### src/rtl/bank_request_router.sv
// Banked scratchpad front end: decodes global addresses per interleave mode,
// arbitrates each bank round-robin, registers bank commands, returns reads at T+2.
module bank_request_router #(
  parameter int ADDR_W = 10,
  parameter int NB     = 4,
  parameter int NREQ   = 2,
  parameter int DATA_W = 16
) (
  input  logic                             clk,
  input  logic                             rst_n,
  input  logic                             mode,
  input  logic [NREQ-1:0]                  req_valid,
  output logic [NREQ-1:0]                  req_ready,
  input  logic [NREQ*ADDR_W-1:0]           req_addr,
  input  logic [NREQ-1:0]                  req_we,
  input  logic [NREQ*DATA_W-1:0]           req_wdata,
  output logic [NREQ-1:0]                  rsp_valid,
  output logic [NREQ*DATA_W-1:0]           rsp_rdata,
  output logic [NB-1:0]                    bank_en,
  output logic [NB-1:0]                    bank_we,
  output logic [NB*(ADDR_W-$clog2(NB))-1:0] bank_addr,
  output logic [NB*DATA_W-1:0]             bank_wdata,
  input  logic [NB*DATA_W-1:0]             bank_rdata,
  output logic [15:0]                      stall_count
);
  localparam int BANK_BITS = $clog2(NB);
  localparam int LOCAL_W   = ADDR_W - BANK_BITS;
  localparam int ID_W      = (NREQ > 1) ? $clog2(NREQ) : 1;

  logic [BANK_BITS-1:0]    dec_bank  [NREQ];
  logic [LOCAL_W-1:0]      dec_local [NREQ];
  logic [NREQ-1:0]         granted;
  logic [NB-1:0]           bank_hit;
  logic [ID_W-1:0]         bank_win  [NB];
  logic                    any_stall;

  logic [ID_W-1:0]         rr_q [NB], rr_d [NB];
  logic [NB-1:0]           bank_en_q, bank_en_d, bank_we_q, bank_we_d;
  logic [NB*LOCAL_W-1:0]   bank_addr_q, bank_addr_d;
  logic [NB*DATA_W-1:0]    bank_wdata_q, bank_wdata_d;
  logic [NB-1:0]           rd_pend_q, rd_pend_d, tag_v_q, tag_v_d;
  logic [ID_W-1:0]         rd_id_q [NB], rd_id_d [NB];
  logic [ID_W-1:0]         tag_id_q [NB], tag_id_d [NB];
  logic [15:0]             stall_count_q, stall_count_d;

  function automatic logic [ID_W-1:0] rr_pick(input logic [ID_W-1:0] base, input int k);
    int s;
    s = int'(base) + k;
    return ID_W'(s % NREQ);
  endfunction

  always_comb begin : decode
    for (int i = 0; i < NREQ; i++) begin
      if (mode) begin
        dec_bank[i]  = req_addr[i*ADDR_W + ADDR_W - 1 -: BANK_BITS];
        dec_local[i] = req_addr[i*ADDR_W +: LOCAL_W];
      end else begin
        dec_bank[i]  = req_addr[i*ADDR_W +: BANK_BITS];
        dec_local[i] = req_addr[i*ADDR_W + BANK_BITS +: LOCAL_W];
      end
    end
  end

  // First valid requester at or after rr[b] (cyclic) that targets bank b wins it.
  always_comb begin : arbitrate
    granted  = '0;
    bank_hit = '0;
    for (int b = 0; b < NB; b++) begin
      bank_win[b] = '0;
      for (int k = 0; k < NREQ; k++) begin
        if (!bank_hit[b] && req_valid[rr_pick(rr_q[b], k)] &&
            dec_bank[rr_pick(rr_q[b], k)] == BANK_BITS'(b)) begin
          bank_hit[b] = 1'b1;
          bank_win[b] = rr_pick(rr_q[b], k);
          granted[rr_pick(rr_q[b], k)] = 1'b1;
        end
      end
    end
  end

  // Handshake: a request is accepted in the cycle where req_valid[i] and
  // req_ready[i] are both high; ready never rises without valid, and a
  // requester that is not accepted keeps its request stable until it is.
  assign req_ready = req_valid & granted & {NREQ{rst_n}};
  assign any_stall = |(req_valid & ~req_ready);

  always_comb begin : next_state
    bank_en_d     = '0;
    bank_we_d     = '0;
    bank_addr_d   = bank_addr_q;
    bank_wdata_d  = bank_wdata_q;
    rd_pend_d     = '0;
    tag_v_d       = rd_pend_q;
    for (int b = 0; b < NB; b++) begin
      rr_d[b]     = rr_q[b];
      rd_id_d[b]  = rd_id_q[b];
      tag_id_d[b] = rd_id_q[b];
      if (bank_hit[b]) begin
        bank_en_d[b] = 1'b1;
        bank_we_d[b] = req_we[bank_win[b]];
        bank_addr_d[b*LOCAL_W +: LOCAL_W]  = dec_local[bank_win[b]];
        bank_wdata_d[b*DATA_W +: DATA_W]   = req_wdata[bank_win[b]*DATA_W +: DATA_W];
        rd_pend_d[b] = !req_we[bank_win[b]];
        rd_id_d[b]   = bank_win[b];
        rr_d[b]      = rr_pick(bank_win[b], 1);
      end
    end
    stall_count_d = (any_stall && stall_count_q != 16'hFFFF) ? stall_count_q + 16'd1
                                                              : stall_count_q;
  end

  always_ff @(posedge clk or negedge rst_n) begin
    if (!rst_n) begin
      bank_en_q     <= '0;
      bank_we_q     <= '0;
      bank_addr_q   <= '0;
      bank_wdata_q  <= '0;
      rd_pend_q     <= '0;
      tag_v_q       <= '0;
      stall_count_q <= '0;
      for (int b = 0; b < NB; b++) begin
        rr_q[b]     <= '0;
        rd_id_q[b]  <= '0;
        tag_id_q[b] <= '0;
      end
    end else begin
      bank_en_q     <= bank_en_d;
      bank_we_q     <= bank_we_d;
      bank_addr_q   <= bank_addr_d;
      bank_wdata_q  <= bank_wdata_d;
      rd_pend_q     <= rd_pend_d;
      tag_v_q       <= tag_v_d;
      stall_count_q <= stall_count_d;
      for (int b = 0; b < NB; b++) begin
        rr_q[b]     <= rr_d[b];
        rd_id_q[b]  <= rd_id_d[b];
        tag_id_q[b] <= tag_id_d[b];
      end
    end
  end

  // Read data arrives from the bank in the cycle the tag reaches the second stage.
  always_comb begin : respond
    rsp_valid = '0;
    rsp_rdata = '0;
    for (int b = 0; b < NB; b++) begin
      for (int i = 0; i < NREQ; i++) begin
        if (tag_v_q[b] && tag_id_q[b] == ID_W'(i)) begin
          rsp_valid[i] = 1'b1;
          rsp_rdata[i*DATA_W +: DATA_W] = bank_rdata[b*DATA_W +: DATA_W];
        end
      end
    end
  end

  assign bank_en     = bank_en_q;
  assign bank_we     = bank_we_q;
  assign bank_addr   = bank_addr_q;
  assign bank_wdata  = bank_wdata_q;
  assign stall_count = stall_count_q;

endmodule
### config.mk
export PLATFORM = sky130hd
export DESIGN_NAME = bank_request_router
export DESIGN_NICKNAME = d
export VERILOG_FILES = /design/src/rtl/bank_request_router.sv
export SDC_FILE = /design/constraint.sdc
export NUM_CORES = 1
export LEC_CHECK = 0
export CAP_MARGIN = 30
export CELL_PAD_IN_SITES_DETAIL_PLACEMENT = 1
export CELL_PAD_IN_SITES_GLOBAL_PLACEMENT = 1
export CORE_AREA = 2 2 183 149
export CTS_CLUSTER_DIAMETER = 120
export CTS_CLUSTER_SIZE = 40
export DETAILED_ROUTE_END_ITERATION = 8
export DIE_AREA = 0 0 185 151
export GPL_TIMING_DRIVEN = 0
export MAX_ROUTING_LAYER = met4
export PLACE_DENSITY_LB_ADDON = 0.1
export SYNTH_ARGS = -nofsm -noshare
export SYNTH_HDL_FRONTEND = slang
export SYNTH_SLANG_ARGS = --single-unit
export TNS_END_PERCENT = 30
### constraint.sdc
create_clock -name clk -period 2.04 [get_ports clk]
set_input_delay 0.306 -clock clk [delete_from_list [all_inputs] [get_ports clk]]
set_output_delay 0.306 -clock clk [all_outputs]
set_load 0.01 [all_outputs]
==> summary.md, run 1 <==
| Metric | Value |
|---|---|
| Status | finished with violations |
| Failing checks | hold timing, setup timing |
| Power per cell area | 935 nW/µm² |
| WP depth | 10 |
| Area leader, netlist | dfrtp_1 |
| Mux cell area share after synthesis | 9.35% |
| DP Worst Slack | -1.43 ns |
| Vias in the first global route | 8219 |
| I/O Buffers | 277 |
| Critical Path Sink Type | register |
| Total core area | 26000 µm² |
| FF+latch count, synth | 140 |
| RSZ-0062 raised after global routing | yes |
| DR WL/cell | 20.7 µm |
| Core Rows | 53 |
| Worst R2R Path Depth | 7 |
| Drt initial violations | 323 |
| Post-synthesis compound-gate area fraction | between 20% and 30% |
| Via/cell ratio | slightly above 5 |
| Max IR drop VDD | 0.000595 V |
| DRT Pass-1 Iters | 5 |
| Crit start category | primary input |
| Final number of max-transition violations | 0 |
| Yosys cell types | 54 |
| Clk root buf | clkbuf_16 |
| Final nets | 1307 |
| GR Overflow Total | 0 |
| Synth area leaders | dfrtp_1 (47%), mux2i_1 (7.2%), nand2_1 (6.0%), o21ai_0 (6.0%), nor2_1 (5.1%) |
| Worst-path clk slew | 0.06 ns |
| Cells after DPL | 1471 |
| Largest family of logic cells by synthesized area | compound AO/OA/AOI/OAI gates |
| Dpl hpwl | 22700 µm |
| Synth Cell Area | 7470 µm² |
| Routability cong. | 0.815 |
| Synth Area in Adders | less than 1% |
| Crit path kind | primary input to register |
| Final setup vio count | 51 |
| Synthesized instance count | 836 |
| Crit-path cells | buf_2 -> and4b_2 -> a31oi_4 -> o21a_4 -> o41a_1 -> or3_4 -> buf_8 -> buf_4 -> a211oi_2 -> xor2_1 |
| Crit path max-delay family | compound AO/OA/AOI/OAI gates |
| H-tree Lvls | 4 |
| First-pass GRT wire length | 48700 µm |
| CP max FO | 7 |
| Largest net degree at the start of global routing | 74 |
| Clk sink count | 140 |
| Crit-path slowest cell | o41a_1 |
| Starting Density | between 20% and 30% |
| Setup WS post-layout | -0.249 ns |
| Final Hold Viols | just over 70 |
| Die X | 185 µm |
| Vias | 7822 |
| Post-synth top area share | 46.9% |
| Die ar. | 27900 µm² |
| Crit share post-route | 112% |
| Worst slew margin | 51.4% |
| Share of post-route cells with drive strength above 1 | roughly a quarter |
| Fin crit period | between 2 and 2.5 ns |
| Clock latency on the worst-skew pair | 0.43 ns |
| CTS Buffer Depth | 2 |
| Final ANT Viol Nets | 0 |
| P&R area growth vs syn | 65.2% |
| Pleak | 5.11 nW |
| HP Class | primary input to async pin |
| Slowest stage delay, CP | 0.43 ns |
| Worst path buffer plus inverter count | 3 |
| Hold_ws | -0.233 ns |
| Clock skew | 0.0138 ns |
| IO Pins | 279 |
| Die Y-Extent | around 150 µm |
| Cell Count, Final, Fillers Out | 1552 |
| Ys async rst share | 100% |
| Most used flip-flop cell after synthesis | dfrtp_1 |
| Required time of the critical path | 2.39 ns |
| Initial antenna violation count | 0 |
| Total GRT Usage | a little under a quarter |
| CTS tree | yes |
| EDFF count, synth | 0 |
| Final Routed Wirelength | 32100 µm |
| Syn_nets | 960 |
| Num CTS Buffers | 17 |
| Post-synthesis xor/xnor area fraction | 1.76% |
| Max Clock Freq | about 440 MHz |
| Post-synthesis sequential area ratio | 46.9% |
| Syn. warnings | 0 |
| Ant. Diodes | 0 |
| Max_cap viols | 0 |
| Synth Area in Simple Gates | 15.6% |
| Least-Margin Pin Slew | 0.726 ns |
| Worst path arrival time | roughly 2.6 ns |
| DRC errors left | 0 |
| Avg Inst Size Synth | 8.93 µm² |
## layout by cell type (no fill, tap or decap), drive strengths merged, types with 4 or more instances in the layout
master and count:
inv 19, a22oi 43, a211oi 7, o21ai 92
nand4 4, dfrtp 140, mux2 14, nand2b 4
nor2b 12, nand2 121, nor2 101, clkbuf 57
o21a 4, buf 119, a31oi 12, o31ai 4
and2 10, mux2i 54, o22ai 31, clkdlybuf4s50 230
a21oi 59, xor2 12, o32ai 4
## flip-flops by register name (all words and copies together) (netlist names)
register	count
rd_id_q	4
bank_en	4
bank_we	4
tag_v_q	4
rd_pend_q	4
bank_addr	32
stall_count	16
tag_id_q	4
rr_q	4
bank_wdata	64
## layer usage
layer | track usage [%] | vias to the layer above | wire length (µm)
li1 | - | 3662 | -
met1 | 32.1 | 3896 | 15300
met2 | 37.1 | 229 | 15000
met3 | 3.63 | 35 | 1390
met4 | 6.11 | 0 | 482
met5 | - | - | 0
## kinds of logic (layout without fill, tap and decap cells)
family,count (synthesis),in the layout
compound gates,268,268
fa+ha+maj,1,1
flops,140,140
buf+inv,75,434
mux,68,68
simple gates,269,269
xor+xnor,15,15
## cell usage after synthesis, types with 12 or more instances
cell type    n
mux2_2      14
a22oi_1     43
mux2i_1     54
nand2_1    120
clkbuf_1    48
a31oi_1     12
o22ai_1     31
o21ai_0     89
inv_1       13
nor2b_1     12
nor2_1     101
dfrtp_1    140
xor2_1      12
a21oi_1     59
## report_power, final
group	total, W	leakage, nW	internal [W]	switching (W)
combinational	0.00431	3.15	0.00223	0.00209
clock	0.00331	0.289	0.00195	0.00136
sequential	0.00391	1.67	0.00344	0.000465
## final timing paths
kind                                         endpoint  slack (ns)              startpoint
max                        stall_count[7]$_DFFE_PN0P_       -0.25             req_addr[8]
min reg2reg                      tag_v_q[2]$_DFF_PN0_        0.35  rd_pend_q[2]$_DFF_PN0_
min in group clk                 tag_v_q[2]$_DFF_PN0_        0.35  rd_pend_q[2]$_DFF_PN0_
max reg2reg                stall_count[7]$_DFFE_PN0P_       -0.23     rr_q[1]$_DFFE_PN0P_
max in group asynchronous         rr_q[3]$_DFFE_PN0P_        1.51                   rst_n
min                              bank_en[3]$_DFF_PN0_       -0.23                   rst_n
## area by class of cell
type | instances | area, µm²
clock buffers | 17 | 425
flip-flops and latches | 140 | 3510
plain buffers | 55 | 419
inverters | 13 | 48.8
clock inverters | 14 | 185
repair buffers | 335 | 3130
fillers | 2950 | 13700
well taps | 357 | 447
multi-input cells | 621 | 4170
## metrics by stage
step                setup TNS, ns  utilization [%]  hold slack [ns]  area, µm²  power (W)
detailed placement        -150.65             41.5            0.336      10800    0.00790
floorplan                   -9.85                -           0.0104       7550    0.00554
global route               -13.49             47.4           -0.206      12300     0.0121
global placement          -997.64             41.4            0.333      10800    0.00785
finish                      -8.72             47.4           -0.233      12300     0.0115
CTS                         -7.70             46.4           -0.207      12000     0.0115
## what timing repair did
action,CTS,global route
setup buffers,43,13
endpoints found under the hold margin,72,72
setup endpoints to repair,156,79
gates cloned,2,0
pin swaps,47,44
gates resized for setup,362,54
Power figures use the tool's default switching activity.
==> inputs of run 2 (changes only) <==
Clock period 2.04 ns to 2 ns, I/O delays scaled along.
==> run 2 against run 1 <==
  * The run still ends with hold timing, setup timing left
  * Clock skew shrank 0.0017 ns
  * Final area shrank 0.73%
  * Setup slack lost 0.024 ns
  * Global-route usage shrank 0.079 points
  * Utilization shrank 0.35 points
  * Combinational power is essentially flat
  * Critical path depth shrank 3
  * Non-clock buffer count shrank 14
  * Hold slack gained 0.00074 ns
  * Sequential power grew 2%
  * Critical path type is now register to register
  * Critical endpoint is now stall_count[9]$_DFFE_PN0P_
==> summary.md, run 2 (synthesis gave the netlist of run 1 again) <==
| Metric | Value |
|---|---|
| Status | finished with violations |
| Failing checks | hold timing, setup timing |
| Share of post-route cells with drive strength above 1 | about a quarter |
| Clock skew | 0.0121 ns |
| Die Y-Extent | 151 µm |
| Final ANT Viol Nets | 0 |
| Cell Count, Final, Fillers Out | 1538 |
| Final Hold Viols | 72 |
| Setup WS post-layout | -0.273 ns |
| RSZ-0062 raised after global routing | yes |
| Routability cong. | 0.815 |
| Num CTS Buffers | 17 |
| Met3 Track Usage GR | 3.58% |
| Filler instances | 2971 |
| Met2 usage in global routing | roughly 36% |
| Ant. Diodes | 0 |
| Final setup vio count | 52 |
| Final Util | 47.1% |
| Fin crit period | 2.27 ns |
| Via/cell ratio | 5.01 |
| DR WL/cell | 20.6 µm |
| Clk root buf | clkbuf_16 |
| P&R area growth vs syn | 64.0% |
| Total power | roughly 0.012 W |
| Pleak | approximately 5.1 nW |
| Crit start category | register |
| GR Overflow Total | 0 |
| Worst path arrival time | 2.63 ns |
| Crit-path slowest cell | o41a_1 |
| Max_cap viols | 0 |
| FF-to-FF Start | rr_q[1]$_DFFE_PN0P_ |
| Crit-path cells | o21a_4 -> o41a_1 -> or3_4 -> buf_12 -> buf_8 -> a211oi_4 -> xor2_1 |
| Total core area | roughly 26000 µm² |
| Number of flip-flops in the largest register | 64 |
| Hold_ws | -0.233 ns |
| Drt initial violations | between 300 and 400 |
| Clk sink count | 140 |
| Most common cell after layout, fill and taps aside | clkdlybuf4s50_1 |
| H-tree Lvls | 4 |
| Die X | 185 µm |
| Cells after DPL | ~1500 |
| I/O Buffers | 277 |
| Final TNS setup | -8.16 ns |
| Final number of max-transition violations | 0 |
| Crit share post-route | 114% |
| Slowest stage delay, CP | 0.48 ns |
| Vias in the first global route | approximately 8100 |
| Worst-path clk slew | 0.07 ns |
| Critical Path Sink Type | register |
| First-pass GRT wire length | 48500 µm |
| CP max FO | 7 |
| Worst slew margin | 52.8% |
| Vias | 7706 |
| Worst R2R Path Depth | 7 |
| IO Pins | 279 |
| Flop2flop setup slack | -0.27 ns |
| Core Rows | 53 |
| Final Routed Wirelength | 31700 µm |
| Least-Margin Pin Slew | 0.708 ns |
| Max Clock Freq | 440 MHz |
| DRT Pass-1 Iters | 4 |
| HP Class | primary input to async pin |
| Power per cell area | around 950 nW/µm² |
| CTS Buffer Depth | 2 |
| End of the worst register-to-register path | stall_count[9]$_DFFE_PN0P_ |
| Largest net degree at the start of global routing | 74 |
| Starting Density | 28.7% |
| Die ar. | approximately 28000 µm² |
| Worst Setup SP | rr_q[1]$_DFFE_PN0P_ |
| Required time of the critical path | around 2.4 ns |
| Total GRT Usage | between 20% and 30% |
| Dpl hpwl | 22700 µm |
| Most Crowded Layer GR | met2 |
| Most frequent cells in the layout | clkdlybuf4s50_1 (230), dfrtp_1 (137), nand2_1 (118) |
| Final nets | 1293 |
| Crit path kind | register to register |
| Clock latency on the worst-skew pair | between 0.4 and 0.5 ns |
| GR Layer Usage met1 | 32.4% |
| DRC errors left | 0 |
| Max IR drop VDD | 0.000625 V |
| CTS tree | yes |
| Final Cell Area | approximately 12000 µm² |
| Cell Area, Placed | ~11000 µm² |
| Initial antenna violation count | 0 |
run 2: changes by cell type in the layout (fill, tap and decap cells not counted), moves of 3 or more:
cell      delta
a22oi_2      +3
a22oi_1      -3
o21ai_0      -3
o21ai_1      +3
buf_6        -4
buf_4        -6
clkbuf_1     -4
run 2: critical path: cells and delay by family (launching register included):
family / cells / cell delay (ns)
AOI/OAI and AO/OA: 3 / 0.92
DFF: 1 / 0.44
and+or+nand+nor: 1 / 0.40
buffers and inverters: 2 / 0.29
xor gates and xnor gates: 1 / 0.16
run 2: layout make-up:
class	instances	area (µm²)	share of cell area [%]
timing repair buffer	321	3020	24.7
clock inverter	14	185	1.51
buffer	55	417	3.40
tap	357	447	3.65
inverter	13	48.8	0.399
sequential	140	3510	28.7
clock buffer	17	425	3.48
multi-input combinational	621	4190	34.2
run 2: per-layer routing:
metal,vias up,wire (µm)
met2,212,14600
met1,3828,15200
met3,36,1430
met4,0,502
li1,3630,-
met5,-,0
run 2: where the power goes:
part / leakage (nW) / switching (W) / internal [W]
logic: 3.09 / 0.00209 / 0.00221
registers: 1.67 / 0.000488 / 0.00351
clock network: 0.289 / 0.00140 / 0.00199
total: 5.06 / 0.00397 / 0.00770
run 2: repair_timing:
action / 4_1_cts / 5_1_grt
endpoints found under the setup margin: 156 / 96
gates cloned: 4 / 0
buffers inserted: 35 / 6
endpoints found under the hold margin: 72 / 72
gates resized for setup: 358 / 80
pin swaps: 49 / 29
run 2: per-stage QoR:
| step | hold slack, ns | worst slack, ns |
|---|---|---|
| final | -0.233 | -0.273 |
| after global routing | -0.198 | -0.324 |
| after CTS | -0.213 | -0.270 |
| after detailed placement | 0.336 | -1.46 |
| after global placement | 0.333 | -5.57 |
| after floorplan | 0.00441 | -0.557 |
run 2: worst max path at each step:
stage	end	cells after the start	slack (ns)
finish	stall_count[9]$_DFFE_PN0P_	7	-0.27
global route	stall_count[13]$_DFFE_PN0P_	7	-0.32
CTS	rsp_rdata[2]	9	-0.27
detailed placement	bank_wdata[47]$_DFFE_PN0P_	9	-1.46
global placement	stall_count[1]$_DFFE_PN0P_	1	-5.57
floorplan	stall_count[12]$_DFFE_PN0P_	10	-0.56
